==> src/rtl/network_sink.sv <==
// Packs accepted spike vectors into SPK words and zero-vector runs into RUN words,
// queued through a 4-entry registered output FIFO.
package network_config;
  localparam int unsigned NET_NUM_OUT = 4;
endpackage

package sink_config;
  import network_config::*;

  typedef enum logic [0:0] {SPK = 1'b0, RUN = 1'b1} opcode_t;

  localparam int unsigned SNK_OPC_WIDTH = 1;

  function automatic int unsigned snk_pay_width(input int unsigned run_w);
    return (NET_NUM_OUT > run_w) ? NET_NUM_OUT : run_w;
  endfunction

  function automatic int unsigned snk_width(input int unsigned run_w);
    return SNK_OPC_WIDTH + snk_pay_width(run_w);
  endfunction
endpackage

module network_sink
  import network_config::*;
  import sink_config::*;
#(
  parameter int unsigned SNK_RUN_WIDTH = 8
) (
  input  logic                                clk,
  input  logic                                arstn,
  input  logic                                net_valid,
  output logic                                net_ready,
  input  logic                                net_out [0:NET_NUM_OUT-1],
  input  logic                                flush,
  output logic                                snk_valid,
  input  logic                                snk_ready,
  output logic [snk_width(SNK_RUN_WIDTH)-1:0] snk
);

  localparam int unsigned PAY_W = snk_pay_width(SNK_RUN_WIDTH);
  localparam int unsigned W     = SNK_OPC_WIDTH + PAY_W;
  localparam int unsigned DEPTH = 4;
  localparam int unsigned PTR_W = 2;
  localparam int unsigned CNT_W = 3;
  localparam logic [SNK_RUN_WIDTH-1:0] RUN_MAX = '1;

  logic [W-1:0]             mem_q [DEPTH];
  logic [PTR_W-1:0]         rd_ptr_q, rd_ptr_d;
  logic [CNT_W-1:0]         cnt_q, cnt_d;
  logic [SNK_RUN_WIDTH-1:0] run_cnt_q, run_cnt_d;
  logic                     flush_pend_q, flush_pend_d;

  logic [W-1:0]             wr_word [2];
  logic [1:0]               nwr;
  logic [PTR_W-1:0]         wr_idx0, wr_idx1;
  logic [SNK_RUN_WIDTH-1:0] run_inc;
  logic [PAY_W-1:0]         spk_pay;
  logic                     accept, vec_any, serve, pop;

  function automatic logic [W-1:0] run_word(input logic [SNK_RUN_WIDTH-1:0] c);
    return {RUN, PAY_W'(c)};
  endfunction

  // Readiness depends only on registered occupancy so two writes always fit.
  assign net_ready = arstn && (cnt_q <= CNT_W'(2));
  assign snk_valid = (cnt_q != '0);
  assign snk       = snk_valid ? mem_q[rd_ptr_q] : '0;
  assign pop       = snk_valid && snk_ready;

  // Word generation: vector transfer first, then any flush service on what remains.
  always_comb begin
    wr_word[0]   = '0;
    wr_word[1]   = '0;
    nwr          = 2'd0;
    run_cnt_d    = run_cnt_q;
    run_inc      = run_cnt_q + SNK_RUN_WIDTH'(1);
    spk_pay      = '0;
    vec_any      = 1'b0;
    accept       = net_valid && net_ready;
    serve        = (flush || flush_pend_q) && net_ready;
    flush_pend_d = (flush || flush_pend_q) && !net_ready;

    for (int unsigned i = 0; i < NET_NUM_OUT; i++) begin
      spk_pay[PAY_W-1-i] = net_out[i];
      vec_any            = vec_any | net_out[i];
    end

    if (accept) begin
      if (!vec_any) begin
        if (run_inc == RUN_MAX) begin
          wr_word[nwr[0]] = run_word(RUN_MAX);
          nwr             = nwr + 2'd1;
          run_cnt_d       = '0;
        end else begin
          run_cnt_d = run_inc;
        end
      end else begin
        if (run_cnt_q != '0) begin
          wr_word[nwr[0]] = run_word(run_cnt_q);
          nwr             = nwr + 2'd1;
        end
        wr_word[nwr[0]] = {SPK, spk_pay};
        nwr             = nwr + 2'd1;
        run_cnt_d       = '0;
      end
    end

    if (serve && (run_cnt_d != '0)) begin
      wr_word[nwr[0]] = run_word(run_cnt_d);
      nwr             = nwr + 2'd1;
      run_cnt_d       = '0;
    end

    wr_idx0  = rd_ptr_q + PTR_W'(cnt_q);
    wr_idx1  = wr_idx0 + PTR_W'(1);
    rd_ptr_d = rd_ptr_q + PTR_W'(pop);
    cnt_d    = cnt_q + CNT_W'(nwr) - CNT_W'(pop);
  end

  always_ff @(posedge clk or negedge arstn) begin
    if (!arstn) begin
      rd_ptr_q     <= '0;
      cnt_q        <= '0;
      run_cnt_q    <= '0;
      flush_pend_q <= 1'b0;
      for (int unsigned i = 0; i < DEPTH; i++) begin
        mem_q[i] <= '0;
      end
    end else begin
      rd_ptr_q     <= rd_ptr_d;
      cnt_q        <= cnt_d;
      run_cnt_q    <= run_cnt_d;
      flush_pend_q <= flush_pend_d;
      if (nwr != 2'd0) begin
        mem_q[wr_idx0] <= wr_word[0];
      end
      if (nwr == 2'd2) begin
        mem_q[wr_idx1] <= wr_word[1];
      end
    end
  end

endmodule

==> config.mk <==
export PLATFORM = sky130hd
export DESIGN_NAME = network_sink
export DESIGN_NICKNAME = d
export VERILOG_FILES = /design/src/rtl/network_sink.sv
export SDC_FILE = /design/constraint.sdc
export NUM_CORES = 1
export LEC_CHECK = 0
export CAP_MARGIN = 10
export CELL_PAD_IN_SITES_DETAIL_PLACEMENT = 0
export CELL_PAD_IN_SITES_GLOBAL_PLACEMENT = 1
export CORE_MARGIN = 2
export CORE_UTILIZATION = 30
export DETAILED_ROUTE_END_ITERATION = 12
export PLACE_DENSITY_LB_ADDON = 0.1
export SLEW_MARGIN = 15
export SYNTH_ARGS = -nofsm -noshare
export SYNTH_HDL_FRONTEND = slang
export SYNTH_SLANG_ARGS = --single-unit
==> constraint.sdc <==
create_clock -name clk -period 4 [get_ports clk]
set_input_delay 0.8 -clock clk [delete_from_list [all_inputs] [get_ports clk]]
set_output_delay 0.8 -clock clk [all_outputs]
set_load 0.02 [all_outputs]
* After elaboration in Yosys (flattened, before gate mapping)
Cells that the tools add are included.
** Storage, ports and cells
- Register bits :: 50
- Logic and storage cells :: 89
** Cells by class
- Reductions and logical operators :: 16
- Multiplexer cells :: 37
- Add/subtract/negate cells :: 8
- Eq/ne operators :: 2
- Bitwise logic cells :: 8
- Order comparisons :: 10
** Operators with widths (number)
- $mux W9 :: 13
- $bwmux W36 :: 2
- $mux W36 :: 2
- $bwmux W18 :: 2
- $demux W9 S2 :: 2
- $mux W18 :: 2
- $mux W8 :: 4
- $bmux W9 S2 :: 1
- $demux W9 S1 :: 2
- $reduce_bool A8 Y1 :: 2
- $logic_and A1 B1 Y1 :: 10
- $mux W2 :: 5
- $ge A3 B3 Y1 const B :: 3
- $not A2 Y3 :: 3
- $add A8 B1 Y8 const B :: 1
- $eq A8 B8 Y1 const B :: 1
- $add A2 B1 Y2 const B :: 3
- $lt A3 B1 Y1 const B :: 2
- $ge A2 B2 Y1 const B :: 2
- $lt A2 B1 Y1 const B :: 2
- $not A1 Y2 :: 2
- $add A3 B2 Y3 :: 1
- $le A3 B2 Y1 const B :: 1
- $or A1 B1 Y1 :: 3
- other kinds (9) :: 10

* Logic depth before layout (Yosys ltp)
- Word-level depth :: 19
- Depth in mapped cells :: 18
- Mapped depth without buffers :: 17

* Least setup slack after synthesis
No wires, ideal clock.
- Path kind :: input to register
- From :: in arstn
- To :: reg cnt_q[2]
- Setup time :: 0.123 ns
- Arrival time :: 3.876 ns
- Path slack :: 0.002 ns
- Cell stages on the path :: 16
- Required time :: 3.877 ns
- Path through :: nand2b_4 > or3b_1 > buf_6 > or4_1 > a32o_1 > o211ai_2 > inv_1 > ha_1 > inv_1 > ha_1 > inv_1 > ha_1 > inv_1 > fa_1 > xor2_1 > xnor2_1
** On the way
- Cells in the longest elaborated chain, start to end :: 8
- Elaborated cells between the ends (all ways) :: 11
- Classes of those cells :: 3 x add/sub; 3 x mux; 5 x reduce/logical
** Ends and longest elaborated chain
- start, declared :: RTL line 30 : input logic arstn,
- $logic_and A1 B1 Y1 * :: RTL line 65 : assign net_ready = arstn && (cnt_q <= CNT_W'(2));
- $logic_and A1 B1 Y1 :: RTL line 79 : accept = net_valid && net_ready;
- $mux W8 :: RTL line 88 : if (accept) begin
- $reduce_bool A8 Y1 :: RTL line 108 : if (serve && (run_cnt_d != '0)) begin
- $logic_and A1 B1 Y1 :: RTL line 108
- $mux W2 * :: RTL line 108
- $add A3 B2 Y3 * :: RTL line 117 : cnt_d = cnt_q + CNT_W'(nwr) - CNT_W'(pop);
- $sub A3 B1 Y3 * :: RTL line 117
- named net cnt_d[2] :: RTL line 49 : logic [CNT_W-1:0] cnt_q, cnt_d;
- end signal, assigned :: RTL line 131 : cnt_q <= cnt_d;
- end, declared :: RTL line 49
The timed path passes the listed nets; every way through them passes the cells marked *.

* Worst setup path in the final report
- From :: reg run_cnt_q[0]
- To :: reg cnt_q[2]
** On the way
- Cells in the longest elaborated chain, start to end :: 11
- Elaborated cells between the ends (all ways) :: 19
- Classes of those cells :: 5 x add/sub; 1 x eq/ne; 10 x mux; 3 x reduce/logical
** Ends and longest elaborated chain
- start, declared :: RTL line 50 : logic [SNK_RUN_WIDTH-1:0] run_cnt_q, run_cnt_d;
- start signal, assigned :: RTL line 132 : run_cnt_q <= run_cnt_d;
- branches (longest 8 deep; another with $add A8 B1 Y8)
- $mux W2 * :: RTL line 108
- $add A3 B2 Y3 * :: RTL line 117
- $sub A3 B1 Y3 * :: RTL line 117
- named net cnt_d[2] :: RTL line 49
Mark *: on every way through the listed nets, which the timed path passes. The select of a mux whose other input is x is not followed.

==> reports/results.ini <==
[sta]
report.final.slew_viol_count=0
fin_crit_sh_pct=92.52
relSlewSlack_pct=50.39
rsz0062_at_grt=false
hold_viol=0
max_freq_ghz=0.2702
worst_pin_slew_ns=0.7441
worst_slack_ns=0.2992
worst_clock_skew_ns=0.01421
period_minus_slack_ns=3.701
hold_ws_ns=0.5110
finalSetupViolCount=0
fin_setup_tns_ns=0

[synth]
ys_seq_area_share_pct=39.00
synth_area_leader_cell=dfrtp_1
syn_inst=348
synthTopCellsByArea=dfrtp_1 (39%), mux4_2 (6.3%), nor2_1 (5.6%)
synth.top_cells.by_count=dfrtp_1 (50), nor2_1 (48), o21ai_0 (22), a21oi_1 (18), nand2_1 (18)
synth_edf_count=0
synth_top_area_share_pct=39.00
synth.cell_area_um2=3208
synth_flop_cell=dfrtp_1
syn_area_per_cell_um2=9.219
synth_nets=367
synthArstFlopShare_pct=100.0
synth_cell_types=54
yosysMostFrequentCell=dfrtp_1
ys_warn_count=0
ys_ff_latch=50

[placed_design]
place_congestion=0.8317
place_area_um2=3815
dp_cells=527
dp_slack_ns=-0.2809
dp_hpwl_um=7339
io_buffers=19

[worst_hold_path]
hp-class=register to register

[run]
cap_violations=0

[worst_setup_path]
cpMostUsedCell=inv_1
path_cells=inv_1, ha_1, or4_1, a32o_2, o211ai_2, inv_2, ha_4, inv_1, ha_1, inv_1, ha_1, inv_1, fa_1, xor2_1, xnor2_1
cp_num_buf_inv=5
path_max_fanout=9
cpPeakStageDelay_ns=0.53
crit_path_top_delay_cell=dfrtp_1
crit_family=adder cells
critPathKind=register to register
arrival_ns=3.89
start_kind=register
crit_required_ns=4.19
cp-end-kind=register

[grt]
grt_max_degree=51
grt_util_all_layers_pct=18.20
overflow=0
grt_pass1_wl_um=16100
grt_antenna_before_repair=0
grt_pass1_vias=2839

[floorplan]
start_util_pct=30.94
fp-row-count=37
dieArea_um2=11540
die_w_um=107.4
die_y_um=107.4
io_pins=20
coreArea_um2=10370

[power_and_ir_drop]
seq_power_share_pct=29.9
p_int_mw=1.771
p_sw_share_pct=42.09
p_per_area_nw_per_um2=773.8
total_power_mw=3.058
clock_power_share_pct=12.8
pwr-share-comb_pct=57.3
switching_power_mw=1.287
power_leakage_nw=1.646
irDropWorstVdd_uv=303.5

[layout]
fin_nets=417
stdcell_count=535
design_area_um2=3953
diodes=0
fin_util_pct=38.12
drive_above_1_share_pct=20.05
areaGrowthSynthToFinish_pct=23.21

[detailed_routing]
drt_first_pass_iters=4
vias=2772
drt_iter0_drc=151
antenna_left=0
avgRoutedWirePerCell_um=18.42
route.detailed.drc=0
via_per_inst=5.181
drt-total-wl_um=9857

[clocking]
cts_sinks=50
postCtsSetupBuffers=0
cts_hold_buf=0
cts_root_buf=clkbuf_8
cts_buffer_depth=2
clk_latency_ns=0.31
cts_tree=built
cts.clk_slew.worst_paths_ns=0.09
cts_max_level=2
numCtsBuffers=5

[run_status]
status=completed

==> worst paths after layout <==
path                       cells after the start          from            to  slack (ns)
max in group asynchronous                      2         arstn  run_cnt_q[4]        2.91
min                                            1      cnt_q[2]      cnt_q[2]        0.51
min in group asynchronous                      2         arstn     mem_q[23]        0.63
max                                           15  run_cnt_q[0]      cnt_q[2]        0.30
max reg2reg                                   15  run_cnt_q[0]      cnt_q[2]        0.30
min reg2reg                                    1      cnt_q[2]      cnt_q[2]        0.51
==> placed cells by master (no fill, tap or decap), drive strengths merged, types with 5 or more instances in the layout <==
cell type       n
o21ai          24
inv            12
clkdlybuf4s50  17
nand3          11
or3             5
a211oi         13
nor2           48
mux4            9
buf            48
clkbuf          6
nor3            9
mux2i           7
xnor2          10
nor4            6
dfrtp          50
a31oi           8
and3            6
nand2          18
nor2b          10
a21o            5
a21oi          19
ha              9
==> routing by layer <==
layer	wire [µm]	GRT usage [%]	vias to the layer above
met2	4455	28.89	44
met5	0	0	-
li1	-	-	1368
met4	156	4.487	0
met3	287	2.603	9
met1	4957	26.15	1351
==> power groups by stage <==
stage | clock [mW] | sequential [mW] | combinational [mW]
5_1_grt | 0.429 | 0.951 | 1.94
2_1_floorplan | 0 | 0.803 | 1.21
3_3_place_gp | 0 | 0.926 | 1.74
3_5_place_dp | 0 | 0.928 | 1.75
4_1_cts | 0.409 | 0.918 | 1.76
6_report | 0.392 | 0.915 | 1.75
==> area by class of cell <==
type / count / area (µm²)
flip-flops and latches: 50 / 1251
repair buffers: 66 / 540.5
fillers: 1084 / 6417
inverters: 11 / 41.29
clock inverters: 2 / 38.79
well taps: 136 / 170.2
multi-input cells: 264 / 1828
clock buffers: 6 / 82.58
==> repair_timing <==
item / in CTS / in global routing
setup endpoints to repair: 0 / 6
endpoints found under the hold margin: 0 / 0
gates resized for setup: 0 / 4
==> worst reg2reg max path, delay by kind of cell (launching register included) <==
family	cells	cell delay (ns)
fa+ha+maj	5	1.39
flops	1	0.53
simple gates	1	0.51
compound gates	2	0.48
buf+inv	5	0.39
xor+xnor	2	0.31
==> sequential cells by signal, summed over array words and instances, names as in the netlist <==
| name | cells |
|---|---|
| cnt_q | 3 |
| flush_pend_q | 1 |
| run_cnt_q | 8 |
| mem_q | 36 |
| rd_ptr_q | 2 |
==> logic make-up (layout without fill, tap and decap cells) <==
group           count (synthesis)  after routing  synth area share (%)
flops                          50             50                 39.00
fa+ha+maj                      10             10                 4.134
compound gates                 91             91                 18.57
buf+inv                        34             85                 4.446
mux                            16             16                 8.502
simple gates                  133            133                 21.53
xor+xnor                       14             14                 3.822
Power figures use the tool's default switching activity.
